**src/rtl/dmem_arbiter.sv**
```systemverilog
// -----------------------------------------------------------------------------
// dmem_arbiter
//   Two-master arbiter in front of a single data-memory port. m0 is the core,
//   m1 an external loader/debug master. Ownership is held while the owner keeps
//   requesting. When the other master is also waiting, the owner is limited to
//   MAX_BURST consecutive grants. Grants are combinational within the owned
//   state, so the memory sees the request in the same cycle it is granted.
//
// Parameters
//   MAX_BURST    (1..15) max back-to-back grants while the other master waits
//
// Ports
//   clk, rst                    clock, synchronous active-high reset
//   mX_req/addr/we/wd           master X request, address, write enable, data
//   mX_gnt                      access performed for master X this cycle
//   mX_rdata                    mem_rd when granted, else 0
//   mem_addr/mem_we/mem_wd      RAM port (clocked write)
//   mem_rd                      RAM combinational read data
//   conflict_cnt                cycles with a request left waiting
//
// Build option
//   DMEM_ARBITER_STATS_EN       when defined, conflict_cnt is a live counter;
//                               otherwise it is tied to 0 and no counter exists.
// -----------------------------------------------------------------------------
module dmem_arbiter #(
   parameter int unsigned MAX_BURST = 4
) (
   input  logic        clk,
   input  logic        rst,
   input  logic        m0_req,
   input  logic [31:0] m0_addr,
   input  logic        m0_we,
   input  logic [31:0] m0_wd,
   input  logic        m1_req,
   input  logic [31:0] m1_addr,
   input  logic        m1_we,
   input  logic [31:0] m1_wd,
   output logic        m0_gnt,
   output logic        m1_gnt,
   output logic [31:0] m0_rdata,
   output logic [31:0] m1_rdata,
   output logic [31:0] mem_addr,
   output logic        mem_we,
   output logic [31:0] mem_wd,
   input  logic [31:0] mem_rd,
   output logic [31:0] conflict_cnt
);

   typedef enum logic [1:0] {IDLE, OWN0, OWN1} state_t;

   localparam logic [3:0] BURST_LAST = 4'(MAX_BURST - 1);

   state_t      state_q, state_d;
   logic        last_owner_q, last_owner_d;
   logic [3:0]  burst_cnt_q, burst_cnt_d;

   // Grants and memory mux. Reset gates everything so nothing reaches the RAM
   // while rst is high, even if the state register still holds an owner.
   always_comb begin
      m0_gnt   = ~rst & (state_q == OWN0) & m0_req;
      m1_gnt   = ~rst & (state_q == OWN1) & m1_req;
      mem_addr = '0;
      mem_wd   = '0;
      mem_we   = 1'b0;
      if (m0_gnt) begin
         mem_addr = m0_addr;
         mem_wd   = m0_wd;
         mem_we   = m0_we;
      end else if (m1_gnt) begin
         mem_addr = m1_addr;
         mem_wd   = m1_wd;
         mem_we   = m1_we;
      end
      m0_rdata = m0_gnt ? mem_rd : '0;
      m1_rdata = m1_gnt ? mem_rd : '0;
   end

   // Next-state logic. The two owned states are symmetric, so they share one
   // branch expressed in terms of "current" and "other" master.
   logic   cur_req, oth_req, cur_id;
   state_t oth_state;

   always_comb begin
      state_d      = state_q;
      last_owner_d = last_owner_q;
      burst_cnt_d  = burst_cnt_q;
      cur_id       = (state_q == OWN1);
      cur_req      = cur_id ? m1_req : m0_req;
      oth_req      = cur_id ? m0_req : m1_req;
      oth_state    = cur_id ? OWN0 : OWN1;

      case (state_q)
         IDLE: begin
            burst_cnt_d = '0;
            // On a tie the master that did not own last goes first.
            if (m0_req && (!m1_req || last_owner_q))
               state_d = OWN0;
            else if (m1_req)
               state_d = OWN1;
         end
         OWN0, OWN1: begin
            if (!cur_req) begin
               last_owner_d = cur_id;
               burst_cnt_d  = '0;
               state_d      = oth_req ? oth_state : IDLE;
            end else if (oth_req && burst_cnt_q == BURST_LAST) begin
               last_owner_d = cur_id;
               burst_cnt_d  = '0;
               state_d      = oth_state;
            end else if (burst_cnt_q != BURST_LAST) begin
               // Saturating, so a waiter arriving late preempts immediately
               // once the owner has already used its full burst.
               burst_cnt_d = burst_cnt_q + 4'd1;
            end
         end
         default: state_d = IDLE;
      endcase
   end

   always_ff @(posedge clk) begin
      if (rst) begin
         state_q      <= IDLE;
         last_owner_q <= 1'b1;
         burst_cnt_q  <= '0;
      end else begin
         state_q      <= state_d;
         last_owner_q <= last_owner_d;
         burst_cnt_q  <= burst_cnt_d;
      end
   end

`ifdef DMEM_ARBITER_STATS_EN
   logic [31:0] conflict_cnt_q, conflict_cnt_d;

   always_comb begin
      conflict_cnt_d = conflict_cnt_q
                     + 32'((m0_req & ~m0_gnt) | (m1_req & ~m1_gnt));
   end

   always_ff @(posedge clk) begin
      if (rst) conflict_cnt_q <= '0;
      else     conflict_cnt_q <= conflict_cnt_d;
   end

   assign conflict_cnt = conflict_cnt_q;
`else
   assign conflict_cnt = '0;
`endif

endmodule

```
**config.mk**
```make
export PLATFORM = sky130hd
export DESIGN_NAME = dmem_arbiter
export DESIGN_NICKNAME = d
export VERILOG_FILES = /design/src/rtl/dmem_arbiter.sv
export SDC_FILE = /design/constraint.sdc
export NUM_CORES = 1
export LEC_CHECK = 0
export ABC_CLOCK_PERIOD_IN_PS = 2850
export CORE_AREA = 2 2 128 130
export CTS_CLUSTER_DIAMETER = 120
export DETAILED_ROUTE_END_ITERATION = 8
export DIE_AREA = 0 0 130 132
export SLEW_MARGIN = 25
export SYNTH_ARGS = -nofsm -noshare
export SYNTH_HDL_FRONTEND = slang
export SYNTH_SLANG_ARGS = --single-unit
export TNS_END_PERCENT = 1
```
**constraint.sdc**
```tcl
create_clock -name clk -period 2.85 [get_ports clk]
set_clock_uncertainty 0.1 [all_clocks]
set_input_delay 0.57 -clock clk [delete_from_list [all_inputs] [get_ports clk]]
set_output_delay 0.57 -clock clk [all_outputs]
set_load 0.01 [all_outputs]
```
# == Yosys cells after proc, flatten, opt, wreduce, memory -nomap -nowiden ==
# Index checks and enable logic that the tools add are counted.
# totals
register_bits,7
latch_bits,0
ramBits,0
rom_bits,0
in_bits,166
elab_cells,50
mem_count,0
# classes
n_addsub,1
mul,0
div,0
magnitude_cmp,0
eq_ne,8
shift,0
mux,23
bitwise,5
n_reduce_logical,10
# op_table
op,n
$mux W32,6
$mux W2,6
$mux W4,3
$pmux W4 S2,1
$mux W1,6
$ne A3 B3 Y1 const B,2
$reduce_and A2 Y1,3
$add A4 B1 Y4 const B,1
$and A1 B1 Y1,4
$eq A4 B2 Y1 const B,1
$ne A4 B2 Y1 const B,1
$ne A4 B4 Y1 const B,1
$pmux W2 S2,1
$eq A2 B1 Y1 const B,1
$eq A2 B2 Y1 const B,1
$logic_and A1 B1 Y1,2
$logic_not A2 Y1,1
$ne A2 B1 Y1 const B,1
$reduce_bool A2 Y1,1
$reduce_or A2 Y1,1
$logic_not A1 Y1,1
$logic_or A1 B1 Y1,1
$not A1 Y1,1

# == Logic depth before layout (Yosys ltp) ==
# Gate-level depths: netlist of run 1.
# depth
ltp_word,6
depth_mapped,8
ltp_nobuf,6

# == Least setup slack after synthesis of run 1 ==
# No wires, ideal clock.
# synth_timing
path_kind,input-to-output
from,input port m1_req
to,output port mem_addr[0]
arrival_ns,1.525
required_time_ns,2.180
path_slack_ns,0.655
stages,6
path_cell_list,buf_2 -> nand2_1 -> nor3_1 -> buf_2 -> buf_2 -> a22o_1
# synth_via
elab_chain_len,3
# synth_rtl
item,line,text
from (decl),34,"input logic m1_req,"
$and A1 B1 Y1,61,m1_gnt = ~rst & (state_q == OWN1) & m1_req;
$mux W32,69,end else if (m1_gnt) begin
$mux W32,65,if (m0_gnt) begin
to (decl),42,"output logic [31:0] mem_addr,"
# Every way passes these cells.

# == Worst setup path after layout of run 1 ==
# layout_timing
from,input port rst
to,output port mem_addr[9]
# layout_via
elab_chain_len,5
# layout_rtl
item,line,text
from (decl),29,"input logic rst,"
$not A1 Y1 *,"60, 61",
$and A1 B1 Y1 (2 in a row),61,
$mux W32,69,
$mux W32 *,65,
# Mark *: on every way between the ends. The rest lies on a longest branch, timed or not.

==> flow_metrics.tcl, run 1 <==
set metrics [dict create \
    status "finished, final reports clean" \
    antenna_found_initial 0 \
    top_usage_layer "met2" \
    cts.sinks 7 \
    hold_viol_final 0 \
    clock_latency_ps 240 \
    drv_slew 0 \
    rows 46 \
    fin_area_um2 5220 \
    synth_top_area_cell "a22o_1" \
    required_ps 2180 \
    ios 329 \
    coreArea_um2 15700 \
    synthesis.instances 257 \
    ff2ff_setup_slack_ps 740 \
    grt_use_met1_pct 17.0 \
    drt_iter0_drc 123 \
    p_clk_share_pct 15.2 \
    wl_mm 13.3 \
    min-delay-start "last_owner_q" \
    p_seq_share_pct 8.3 \
    start_util_pct 11.9 \
    r2r-end "burst_cnt_q[3]" \
    grt_pass1_vias 3061 \
    path_class "input pin to output pin" \
    max_freq_mhz 357 \
    cts_tree "yes" \
    yosys-top-cells-count "65 x a22o_1, 64 x and2_1, 32 x buf_4" \
    p_comb_share_pct 76.5 \
    final-setup-viol-count 0 \
    globalplace.congestion 0.928 \
    vias 3097 \
    power-per-cell-area_nw_per_um2 315 \
    peakVddDrop_uv 277 \
    wl_per_cell_um 17.3 \
    dieArea_um2 17200 \
    drc 0 \
    grt.met3_usage_pct 2.72 \
    critPathArrivalTime_ps 2130 \
    die_h_um 132 \
    synth.distinct_cells 36 \
    ant_nets 0 \
    reg2reg_depth 6 \
    io_buffers 296 \
    swShare_pct 39.1 \
    globalRouteMet2Util_pct 25.9 \
    hold_end "last_owner_q" \
    place_area_um2 5030 \
    dp_hpwl_mm 10.6 \
    min_path_cells 1 \
    die_x_um 130 \
    synth-edff-count 0 \
    grt_use_total_pct 14.0 \
    clockRootBuffer "clkbuf_16" \
    syn2layout_area_growth_pct 178 \
    crit_fanout 15 \
    netlist_area_um2 1870 \
    seq_area_frac_synth_pct 7.48 \
    ctsHoldBuffers 0 \
    finalCritPeriodShare_pct 98.2 \
    grt_max_degree 45 \
    syn_area_per_cell_um2 7.29 \
    hp-class "flip-flop to flip-flop" \
    period_needed_ps 2800 \
    first_pass_iters 4 \
    crit_path_start "rst" \
    fin_util_pct 33.2 \
    nFillCells 1647 \
    cap_viol_max_count 0 \
    grt_overflow 0 \
    clk_pin_slew_ps 40 \
    final_net_count 728 \
    hold_ws_ps 354 \
    async_flop_share_pct 0 \
    synth_ff_type "dfxtp_1" \
    cts_max_level 1 \
    yosysWarnings 0 \
    synth_top_cell_area_share_pct 30.4 \
    cts.path.max_buffers 2 \
    grt_pass1_wl_mm 18.4 \
    critPathCaptureType "output pin" \
    via_per_inst 4.02 \
    rsz0062_at_grt "true" \
    p_sw_uw 642 \
    layout-drive-gt1-share_pct 7.39 \
    internal-power_uw 1000 \
    cts-buffers-inserted 3 \
    antennaDiodeCount 0 \
    synth_seq_cells 7 \
    synthTopCellsByArea "a22o_1 30%, and2_1 21%, buf_4 13%" \
    p_leak_uw 0.00230 \
    worstSetupStartpointType "input pin" \
    yosysMostFrequentCell "a22o_1" \
    r2r_start "state_q[0]" \
]
## sequential cells by signal (all words and copies together), names as in the netlist
name / count
burst_cnt_q: 4
state_q: 2
last_owner_q: 1
## kinds of logic after synthesis
| kind of cell | after synthesis | share of synthesized area, % |
|---|---|---|
| other | 1 | 0.200 |
| DFF | 7 | 7.48 |
| AOI/OAI and AO/OA | 87 | 37.8 |
| buffers and inverters | 58 | 18.6 |
| adders and majority gates | 6 | 4.01 |
| and+or+nand+nor | 96 | 30.8 |
| muxes | 2 | 1.14 |
## cell usage in the layout, fill, tap and decap left out, types with 3 or more instances in the layout
cell type / n
clkdlybuf4s15_1: 3
conb_1: 32
clkbuf_16: 3
a22o_1: 63
clkdlybuf4s50_1: 228
inv_1: 3
dfxtp_1: 7
ha_1: 5
nand2b_1: 5
nor2_1: 4
a21oi_1: 6
dlygate4sd2_1: 59
nand2_1: 4
o21ai_0: 7
buf_12: 4
buf_6: 3
buf_4: 16
and2_1: 64
## layout make-up
cell class	count	area, um2	share of cell area (%)
timing repair buffer	317	3160	60.6
multi-input combinational	223	1550	29.7
tap	216	270	5.18
sequential	7	140	2.69
clock buffer	4	78.8	1.51
inverter	4	15.0	0.288
## how the worst max path moves through the flow
| stage | depth (start not counted) | to |
|---|---|---|
| after floorplan | 6 | mem_addr[0] |
| after global placement | 6 | mem_wd[31] |
| after detailed placement | 6 | mem_wd[31] |
| after CTS | 10 | mem_addr[9] |
| after global routing | 7 | mem_wd[25] |
| final | 9 | mem_addr[9] |
## per-layer routing
layer | routed length (um) | up-vias
met2 | 6710 | 190
met5 | 0 | -
li1 | - | 1476
met1 | 5290 | 1425
met3 | 1270 | 6
met4 | 65 | 0
## worst max-delay path, stage by stage
cell,delay [ps]
dlygate4sd2_1,280
buf_4,170
nor3_4,210
buf_12,140
buf_6,130
buf_16,160
buf_4,140
a22o_1,180
buf_6,140
## power by group through the flow
stage	clock network, uW	registers, uW	logic [uW]
6_report	249	136	1260
5_1_grt	258	139	1340
4_1_cts	253	135	1270
3_5_place_dp	0	136	1240
3_3_place_gp	0	135	1230
2_1_floorplan	0	136	558
## per-stage QoR
stage | worst slack (ps) | std cells | total power (uW) | TNS, ps
after floorplan | 655 | 288 | 694 | 0
after global placement | -461 | 760 | 1360 | -32080
after detailed placement | -469 | 760 | 1380 | -32610
after CTS | -29.1 | 770 | 1650 | -59.1
after global routing | -17.6 | 771 | 1740 | -37.4
final | 51.9 | 771 | 1640 | 0
## what timing repair did
item,CTS,global route
gates resized for setup,76,6
endpoints found under the setup margin,129,25
gates cloned,3,0
pin swaps,2,3
setup buffers,3,1
Power figures use the tool's default switching activity.
==> run 2, diff against run 1 <==
==> constraint.sdc (replaced) <==
create_clock -name clk -period 2.85 [get_ports clk]
set_clock_uncertainty 0.1 [all_clocks]
set_input_delay 0.855 -clock clk [delete_from_list [all_inputs] [get_ports clk]]
set_output_delay 0.855 -clock clk [all_outputs]
set_load 0.01 [all_outputs]
==> flow_metrics.tcl, run 2 (same netlist as run 1, synthesis figures left out) <==
set metrics [dict create \
    failed_checks "setup timing" \
    finalCritPeriodShare_pct 107 \
    clockRootBuffer "clkbuf_16" \
    required_ps 1900 \
    fin_tns_setup_ps -3520 \
    peakVddDrop_uv 285 \
    postLayoutSetupSlackWorst_ps -201 \
    cts_max_level 1 \
    first_pass_iters 4 \
    grt_use_total_pct 14.1 \
    top_register "burst_cnt_q" \
    via_per_inst 4.08 \
    ios 329 \
    period_needed_ps 3050 \
    status "finished, violations left" \
    top_layer_used "met4" \
    nFillCells 1662 \
    wl_per_cell_um 17.0 \
    final-setup-viol-count 33 \
    grt_overflow 0 \
    cap_viol_max_count 0 \
    routed-wl-met3_mm 1.30 \
    start_util_pct 11.9 \
    dp_hpwl_mm 10.5 \
    clock_latency_ps 240 \
    critPathCaptureType "output pin" \
    path_class "input pin to output pin" \
    crit_fanout 15 \
    wl_met2_mm 6.42 \
    ant_nets 0 \
    dieArea_um2 17200 \
    antenna_found_initial 0 \
    final_cell_mix "183 x clkdlybuf4s50_1, 64 x and2_1, 53 x a22o_1, 48 x buf_2, 32 x conb_1" \
    ctsHoldBuffers 0 \
    layout-drive-gt1-share_pct 20.4 \
    drc 0 \
    rsz0062_at_grt "true" \
    antennaDiodeCount 0 \
    grt_pass1_wl_mm 18.5 \
    worstSetupStartpointType "input pin" \
    die_h_um 132 \
    wl_mm 13.1 \
    rows 46 \
    fin_util_pct 32.6 \
    final_net_count 727 \
    cts_tree "yes" \
    cts.sinks 7 \
    r2r_start "state_q[0]" \
    max_freq_mhz 328 \
    grt_max_degree 45 \
    min-delay-start "last_owner_q" \
    largest_reg_flops 4 \
    drv_slew 0 \
    p_leak_uw 0.00255 \
    power-per-cell-area_nw_per_um2 320 \
    met1_length_mm 5.01 \
    cts-buffers-inserted 3 \
    cts.path.max_buffers 2 \
    vias 3144 \
    io_buffers 296 \
    hp-class "flip-flop to flip-flop" \
    die_x_um 130 \
    final_common_cell "clkdlybuf4s50_1" \
    syn2layout_area_growth_pct 174 \
    coreArea_um2 15700 \
    critPathArrivalTime_ps 2100 \
    crit_path_start "m0_req" \
    grt_pass1_vias 3079 \
    globalplace.congestion 0.919 \
    drt_iter0_drc 180 \
    reg_top3 "burst_cnt_q (4), state_q (2), last_owner_q (1)" \
    hold_viol_final 0 \
    clk_pin_slew_ps 40 \
]
==> run 2: cell types whose count changed in the layout (fill, tap and decap cells not counted), moves of 4 or more <==
cell	previous run	this run
buf_2	0	48
clkdlybuf4s50_1	228	183
dlygate4sd2_1	59	26
dlymetal6s2s_1	0	11
a22o_1	63	53
a22o_4	2	12
buf_6	3	13
clkdlybuf4s15_2	1	7
buf_4	16	12
clkbuf_2	0	4
==> run 2: metrics by stage <==
stage	hold slack, ps	power [uW]	area (um2)	worst slack (ps)	instances
4_1_cts	356	1650	5090	-326	769
5_1_grt	371	1750	5130	-243	770
2_1_floorplan	326	694	1990	85.5	288
6_report	357	1640	5130	-201	770
3_3_place_gp	341	1380	5040	-1030	762
3_5_place_dp	347	1390	5040	-1000	762
==> run 2: timing repair <==
item	CTS	global route
setup endpoints to repair	131	100
resized for setup	301	43
gates cloned	2	0
buffers inserted	1	1
pin swaps	16	28
==> run 2: layout make-up <==
cell class,instances,area (um2),share of cell area [%]
Inverter,4,15.0,0.293
Timing Repair Buffer,316,2980,58.1
Multi-Input combinational cell,223,1650,32.1
Sequential cell,7,140,2.73
Tap cell,216,270,5.27
Clock buffer,4,78.8,1.54
==> run 2: worst max-delay path, stage by stage <==
cell and delay (ps):
buf_8 100, nand2_4 50, nor2_4 50, nor3_4 220
buf_6 170, buf_16 150, buf_4 140, a22o_1 190
buf_6 140
==> run 2: final timing paths <==
check                                      end  slack (ps)  cells past startpoint
worst min-delay path              last_owner_q         360                      1
worst max register to register  burst_cnt_q[3]         640                      7
worst min register to register    last_owner_q         360                      1
worst max-delay path               mem_addr[9]        -200                      9
==> run 2: report_power, final <==
| group | total, uW | switching, uW | internal [uW] |
|---|---|---|---|
| Clock | 252 | 64.9 | 187 |
| Sequential | 135 | 15.2 | 120 |
| Combinational | 1250 | 571 | 683 |
==> run 2: layer usage <==
| metal | vias to the layer above | GRT usage [%] |
|---|---|---|
| li1 | 1470 | - |
| met1 | 1459 | 16.3 |
| met2 | 197 | 25.1 |
| met3 | 18 | 3.65 |
| met4 | 0 | 4.24 |
| met5 | - | 0 |
